<file path="src/rtl/dummy_pkg.sv">
// Shared types and constants for the dummy coprocessor blocks.
// The result buffer's module parameters default to the widths defined here.
package dummy_pkg;

    localparam int RES_WIDTH = 32;
    localparam int RES_IDW   = 4;

    typedef logic [RES_IDW-1:0] res_id_t;

    typedef struct packed {
        logic                 killed;
        res_id_t              id;
        logic [RES_WIDTH-1:0] data;
    } res_entry_t;

endpackage

</file>
<file path="src/rtl/dummy_res_fifo.sv">
// In-order result buffer between the dummy coprocessor and the CPU result port,
// with per-ID kill of speculative results and a full flush.
module dummy_res_fifo
    import dummy_pkg::*;
#(
    parameter int DEPTH = 4,
    parameter int WIDTH = RES_WIDTH,
    parameter int IDW   = RES_IDW
) (
    input  logic                       clk_i,
    input  logic                       rst_i,
    input  logic                       flush_i,
    input  logic                       valid_i,
    output logic                       ready_o,
    input  logic [WIDTH-1:0]           data_i,
    input  logic [IDW-1:0]             id_i,
    input  logic                       kill_valid_i,
    input  logic [IDW-1:0]             kill_id_i,
    output logic                       valid_o,
    input  logic                       ready_i,
    output logic [WIDTH-1:0]           data_o,
    output logic [IDW-1:0]             id_o,
    output logic                       empty_o,
    output logic                       full_o,
    output logic [$clog2(DEPTH+1)-1:0] count_o
);

    localparam int PW = $clog2(DEPTH);
    localparam int CW = $clog2(DEPTH+1);

    // Same layout as res_entry_t, but sized by this instance's parameters.
    typedef struct packed {
        logic             killed;
        logic [IDW-1:0]   id;
        logic [WIDTH-1:0] data;
    } entry_t;

    entry_t          mem_q [DEPTH];
    entry_t          mem_d [DEPTH];
    logic [PW-1:0]   rd_ptr_q, rd_ptr_d;
    logic [PW-1:0]   wr_ptr_q, wr_ptr_d;
    logic [CW-1:0]   count_q,  count_d;

    entry_t          head;
    logic            empty;
    logic            full;
    logic            head_killed;
    logic            push;
    logic            pop;

    assign head        = mem_q[rd_ptr_q];
    assign empty       = (count_q == '0);
    assign full        = (count_q == CW'(DEPTH));
    assign head_killed = !empty && head.killed;

    assign ready_o = !full;
    assign valid_o = !empty && !head.killed;
    assign data_o  = head.data;
    assign id_o    = head.id;
    assign empty_o = empty;
    assign full_o  = full;
    assign count_o = count_q;

    assign push = valid_i && !full;
    // A killed head is retired without a handshake, one per cycle.
    assign pop  = (valid_o && ready_i) || head_killed;

    always_comb begin
        // NOTE: every signal is given a default first so no path leaves it unassigned and no latch is inferred.
        mem_d    = mem_q;
        rd_ptr_d = rd_ptr_q;
        wr_ptr_d = wr_ptr_q;
        count_d  = count_q;

        if (kill_valid_i) begin
            for (int i = 0; i < DEPTH; i++) begin
                if (mem_q[i].id == kill_id_i) begin
                    mem_d[i].killed = 1'b1;
                end
            end
        end

        if (flush_i) begin
            rd_ptr_d = '0;
            wr_ptr_d = '0;
            count_d  = '0;
        end else begin
            if (push) begin
                mem_d[wr_ptr_q] = '{killed: kill_valid_i && (id_i == kill_id_i),
                                    id:     id_i,
                                    data:   data_i};
                wr_ptr_d = wr_ptr_q + PW'(1);
            end
            if (pop) begin
                rd_ptr_d = rd_ptr_q + PW'(1);
            end
            case ({push, pop})
                2'b10:   count_d = count_q + CW'(1);
                2'b01:   count_d = count_q - CW'(1);
                default: count_d = count_q;
            endcase
        end
    end

    always_ff @(posedge clk_i or posedge rst_i) begin
        if (rst_i) begin
            // NOTE: storage is cleared on reset so data_o/id_o come up at zero rather than X.
            for (int i = 0; i < DEPTH; i++) begin
                mem_q[i] <= '0;
            end
            rd_ptr_q <= '0;
            wr_ptr_q <= '0;
            count_q  <= '0;
        end else begin
            // NOTE: state registers use non-blocking assignments so every flop samples pre-edge values.
            for (int i = 0; i < DEPTH; i++) begin
                mem_q[i] <= mem_d[i];
            end
            rd_ptr_q <= rd_ptr_d;
            wr_ptr_q <= wr_ptr_d;
            count_q  <= count_d;
        end
    end

endmodule
</file>
<file path="config.mk">
export PLATFORM = sky130hd
export DESIGN_NAME = dummy_res_fifo
export DESIGN_NICKNAME = d
export VERILOG_FILES = /design/src/rtl/dummy_pkg.sv /design/src/rtl/dummy_res_fifo.sv
export SDC_FILE = /design/constraint.sdc
export NUM_CORES = 1
export LEC_CHECK = 0
export ABC_AREA = 1
export BUFFER_PORTS_ARGS = -buffer_cell sky130_fd_sc_hd__buf_2
export CAP_MARGIN = 20
export CORE_MARGIN = 10
export CORE_UTILIZATION = 30
export CTS_BUF_LIST = sky130_fd_sc_hd__clkbuf_4
export DETAILED_ROUTE_END_ITERATION = 7
export SLEW_MARGIN = 20
export SYNTH_ARGS = -nofsm -noshare
export SYNTH_HDL_FRONTEND = slang
export SYNTH_SLANG_ARGS = --single-unit
</file>
<file path="constraint.sdc">
create_clock -name clk_i -period 7.1 [get_ports clk_i]
set_clock_uncertainty 0.1 [all_clocks]
set_input_delay 1.065 -clock clk_i [delete_from_list [all_inputs] [get_ports clk_i]]
set_output_delay 1.065 -clock clk_i [all_outputs]
set_load 0.02 [all_outputs]
</file>
* Word-level counts from Yosys, hierarchy flattened
Index checks and enable logic that the tools add are counted.
** Storage, ports and cells
- Bits in registers :: 155
- Input bits :: 46
- Output and inout bits :: 43
- Word-level logic and storage cells :: 70
** Cells by class
- Add/subtract/negate cells :: 4
- Order comparisons :: 3
- Equal/unequal tests :: 8
- Muxes and demuxes :: 22
- Bitwise logic cells :: 3
- Reductions and logical operators :: 15
** Operators by type and width (number)
- two-way mux 148 bit :: 2
- bitwise mux 148 bit :: 1
- two-way mux 37 bit :: 3
- binary-select mux 37 bit (select 2 bit) :: 1
- demux 37 bit (select 2 bit) :: 1
- equality test 4 bit :: 5
- two-way mux 1 bit :: 8
- two-way mux 2 bit :: 4
- greater-or-equal comparator 3 bit, second input constant :: 2
- logical AND 1 bit :: 6
- inverter 2 -> 3 bit :: 2
- case mux 3 bit (2 select lines) :: 1
- adder 2 x 1 -> 2 bit, second input constant :: 2
- nonzero test 2 bit :: 2
- adder 3 x 1 -> 3 bit, second input constant :: 1
- equality test 3 bit, second input constant :: 1
- logical NOT 1 bit :: 3
- logical NOT 3 bit :: 1
- < comparator 3 x 1 -> 1 bit, second input constant :: 1
- two-way mux 3 bit :: 1
- nonzero test 3 bit :: 1
- subtractor 3 x 1 -> 3 bit, second input constant :: 1
- equality test 2 x 1 -> 1 bit, second input constant :: 1
- equality test 2 bit, second input constant :: 1
- other kinds (3) :: 3

* Depth between registers and ports, before layout
- Word-level depth :: 11
- Depth in mapped cells :: 15
- Depth with buffers taken out :: 14

* Worst setup path after synthesis
No wires, ideal clock.
- Kind :: flip-flop to output port
- Start point :: register rd_ptr_q[0]
- End point :: output port data_o[12]
- Data arrival time :: 1.410 ns
- Required time :: 5.935 ns
- Slack :: 4.525 ns
- Cell stages (with the launch flop) :: 7
- Path buffers :: 3
- Path through :: dfrtp_1 -> buf_4 -> inv_2 -> buf_2 -> clkbuf_1 -> o21ai_0 -> o22ai_1
** On the way
- Word-level cells in the longest chain between the ends :: 4
** RTL lines
- start: declaration :: line dummy_res_fifo.sv:40 : logic [PW-1:0] rd_ptr_q, rd_ptr_d;
- start signal: assignment :: line dummy_res_fifo.sv:119 : rd_ptr_q <= rd_ptr_d;
- inverter 2 -> 3 bit (not written as such) :: line dummy_res_fifo.sv:51 : assign head = mem_q[rd_ptr_q];
- binary-select mux 37 bit (select 2 bit) :: line dummy_res_fifo.sv:51
- two-way mux 37 bit (not written as such) (2 in a row) :: line dummy_res_fifo.sv:51
- end: declaration :: line dummy_res_fifo.sv:21 : output logic [WIDTH-1:0] data_o,
No other way between the ends. The select of a mux whose other input is x is not followed.

* Final worst setup path
- Start point :: register rd_ptr_q[1]
- End point :: output port data_o[10]
Same word-level chain as after synthesis.

==> reports/metrics.yaml <==
final_layout:
  final_area_mm2: 0.007999
  drive_gt1_share_pct: 15.69
  fillCellCount: 2487
  nets: 943
  synthToLayoutAreaGrowth_pct: 11.24
worst_setup_path:
  crit_path_end_kind: "output pin"
  start_kind: "flip-flop"
  timing.rr.end: "count_o[2]"
  crit_path_start: "rd_ptr_q[1]"
  rrSetupSlack_ns: 4.49
  reg2reg_depth: 13
  worst_ep_arrival_time_ns: 2.55
  regToRegStartpoint: "rd_ptr_q[1]"
  worst-setup-path-type: "reg2out"
  path_max_fanout: 37
  cp.required_ns: 5.93
clock_tree:
  clockRootBuffer: "clkbuf_4"
  numCtsBuffers: 17
  cts_setup_buffers: 0
  cts.sinks: 155
  h-tree-depth: 4
  ctsResizeCount: 0
  cts_hold_buf: 0
  clock_latency_ns: 0.54
  cts_buffer_depth: 2
  clkTransAtPathRegs_ns: 0.14
  cts_tree: "built"
pwr:
  p_seq_share_pct: 44.5
  clock_power_share_pct: 15.9
  p_comb_share_pct: 39.6
  switchingPower_uw: 1409
  ir_worst_vdd_v: 0.0001867
  swShare_pct: 42.45
  pwr_density_cell_mw_per_mm2: 415.1
  p_leak_uw: 0.003912
  internal_power_uw: 1911
  p_total_uw: 3320
logic_synthesis:
  synthTopCellsByArea: "dfrtp_1 (54%), o21ai_0 (10%), nand2_1 (8.9%)"
  synth-edff-count: 0
  synth-compound-area-share_pct: 20.08
  yosys-mux-area-fraction_pct: 0
  synthFlopType: "dfrtp_1"
  synth_simple_gate_area_share_pct: 15.43
  postSynthCellCount: 834
  synth_top_family_by_area: "compound AO/OA/AOI/OAI gates"
  syn_area_per_cell_um2: 8.622
  netlist_area_mm2: 0.007191
  synth-adder-area-share_pct: 0.9744
  synth_top_area_share_pct: 53.94
  synthDistinctLibCells: 31
  synthArstFlopShare_pct: 100.0
  synth_largest_area_cell: "dfrtp_1"
  syn_nets: 885
  ys_warn_count: 0
  ys_seq_elements: 155
  synthXorXnorAreaFrac_pct: 1.462
  seq_area_frac_synth_pct: 53.94
drt:
  vias: 5727
  avgRoutedWirePerCell_um: 14.81
  wirelength_mm: 18.14
  drc_errors: 0
  vias_per_cell: 4.675
  drtPass1Iterations: 5
  ant_nets: 0
  drtIter0Drc: 409
timing:
  tightest_slew_ns: 0.9770
  finalSetupViolations: 0
  fin_ws_ns: 3.389
  fmax_ghz: 0.2694
  layout_min_cycle_time_ns: 3.711
  fin_tns_setup_ns: 0
  whs_ns: 0.3963
  hold_viol_final: 0
  fin_crit_sh_pct: 52.27
  finalMaxSlewViolations: 0
  grt_setup_unrepaired: "no"
  max_slew_margin_pct: 34.87
global_routing:
  met3_usage_pct: 3.083
  antenna_found_initial: 1
  use_met2_pct: 19.96
  grt.total_usage_pct: 12.21
  grt_util_met1_pct: 15.85
  grt_most_used_layer: "met2"
  grt_pass1_vias: 5878
  overflow: 0
  grt_max_degree: 82
  grt_pass1_wl_mm: 30.80
floorplan:
  dieWidth_um: 174.8
  start_util_pct: 30.54
  coreArea_mm2: 0.02354
  die_h_um: 174.8
  pin_count: 89
  dieArea_mm2: 0.03056
  rows: 56
worst_hold_path:
  worstHoldPathType: "reg2reg"
  hold_depth: 2
placed_design:
  dpl.hpwl_mm: 11.17
  gp_congestion: 0.7656
  placed_cell_area_mm2: 0.007727
  io_buffers: 88
  pre_cts_ws_ns: 3.975
job:
  cap_violations: 0
status:
  run_status: "finished clean"
[per-stage QoR]
step           utilization [%]  instances
2_1_floorplan                -        834
3_3_place_gp             32.82       1192
3_5_place_dp             32.82       1192
4_1_cts                  33.97       1224
5_1_grt                  33.98       1225
6_report                 33.98       1225
[cell usage in the layout, fill, tap and decap left out, types with 2 or more instances in the layout]
cell	instances
nand2_1	170
buf_4	8
xnor2_1	10
buf_2	88
o21ai_0	145
clkbuf_4	17
xor2_1	2
nand3_1	7
nand4_1	4
o21bai_1	4
nor2_1	76
clkinvlp_4	4
o22ai_1	37
nand3_2	2
a21oi_1	7
inv_2	2
nand3b_1	2
nand2_2	5
ha_1	4
inv_6	5
nand2_4	2
inv_1	54
clkinv_4	3
o21ai_1	81
dfrtp_1	154
[power by group through the flow]
stage                     Sequential [µW]  Clock, µW  Combinational (µW)
final                                1480        529                1310
after global routing                 1530        594                1500
after CTS                            1470        554                1340
after detailed placement             1490          0                1340
after global placement               1490          0                1320
after floorplan                      1440          0                 975
[worst max-delay path by stage]
stage | cells past startpoint | slack (ns) | end
global placement | 6 | 3.95 | data_o[1]
floorplan | 1 | 1.76 | async pin
global route | 6 | 3.19 | data_o[10]
detailed placement | 6 | 3.97 | data_o[1]
finish | 6 | 3.39 | data_o[10]
CTS | 6 | 3.33 | data_o[10]
[metal layers]
layer / vias up / routed length (µm)
met5: - / 0
met4: 0 / 182
met3: 10 / 891
met2: 135 / 8504
met1: 2707 / 8562
li1: 2875 / -
[layout make-up]
cell class | instances | area (µm²) | share of cell area, %
clock inverters | 15 | 141.4 | 1.768
inverters | 57 | 219.0 | 2.737
clock buffers | 17 | 127.6 | 1.595
well taps | 319 | 399.1 | 4.990
multi-input cells | 565 | 2729 | 34.12
repair buffers | 96 | 500.5 | 6.257
diodes | 1 | 2.502 | 0.03128
flip-flops and latches | 155 | 3880 | 48.51
[kinds of logic after synthesis]
family                     count (synthesis)
AOI/OAI and AO/OA                        276
xor gates and xnor gates                  12
adders and majority gates                  5
buffers and inverters                    114
DFF                                      155
and+or+nand+nor                          272
[cell usage after synthesis (5+ instances only)]
master      n
o21ai_0   145
nor2_1     76
nand2_2     5
clkbuf_1   18
o22ai_1    37
nand3_1     7
a21oi_1     7
buf_4       5
buf_6      15
dfrtp_1   155
buf_2      15
nand2_1   170
o21ai_1    81
xnor2_1    10
inv_1      55
[worst max-delay path: stages, from the launching register on]
cell and delay [ns]:
dfrtp_1 0.38, buf_4 0.26, inv_1 0.35, buf_4 0.39, o21ai_0 0.15, o22ai_1 0.24, buf_2 0.22
Power figures use the tool's default switching activity.
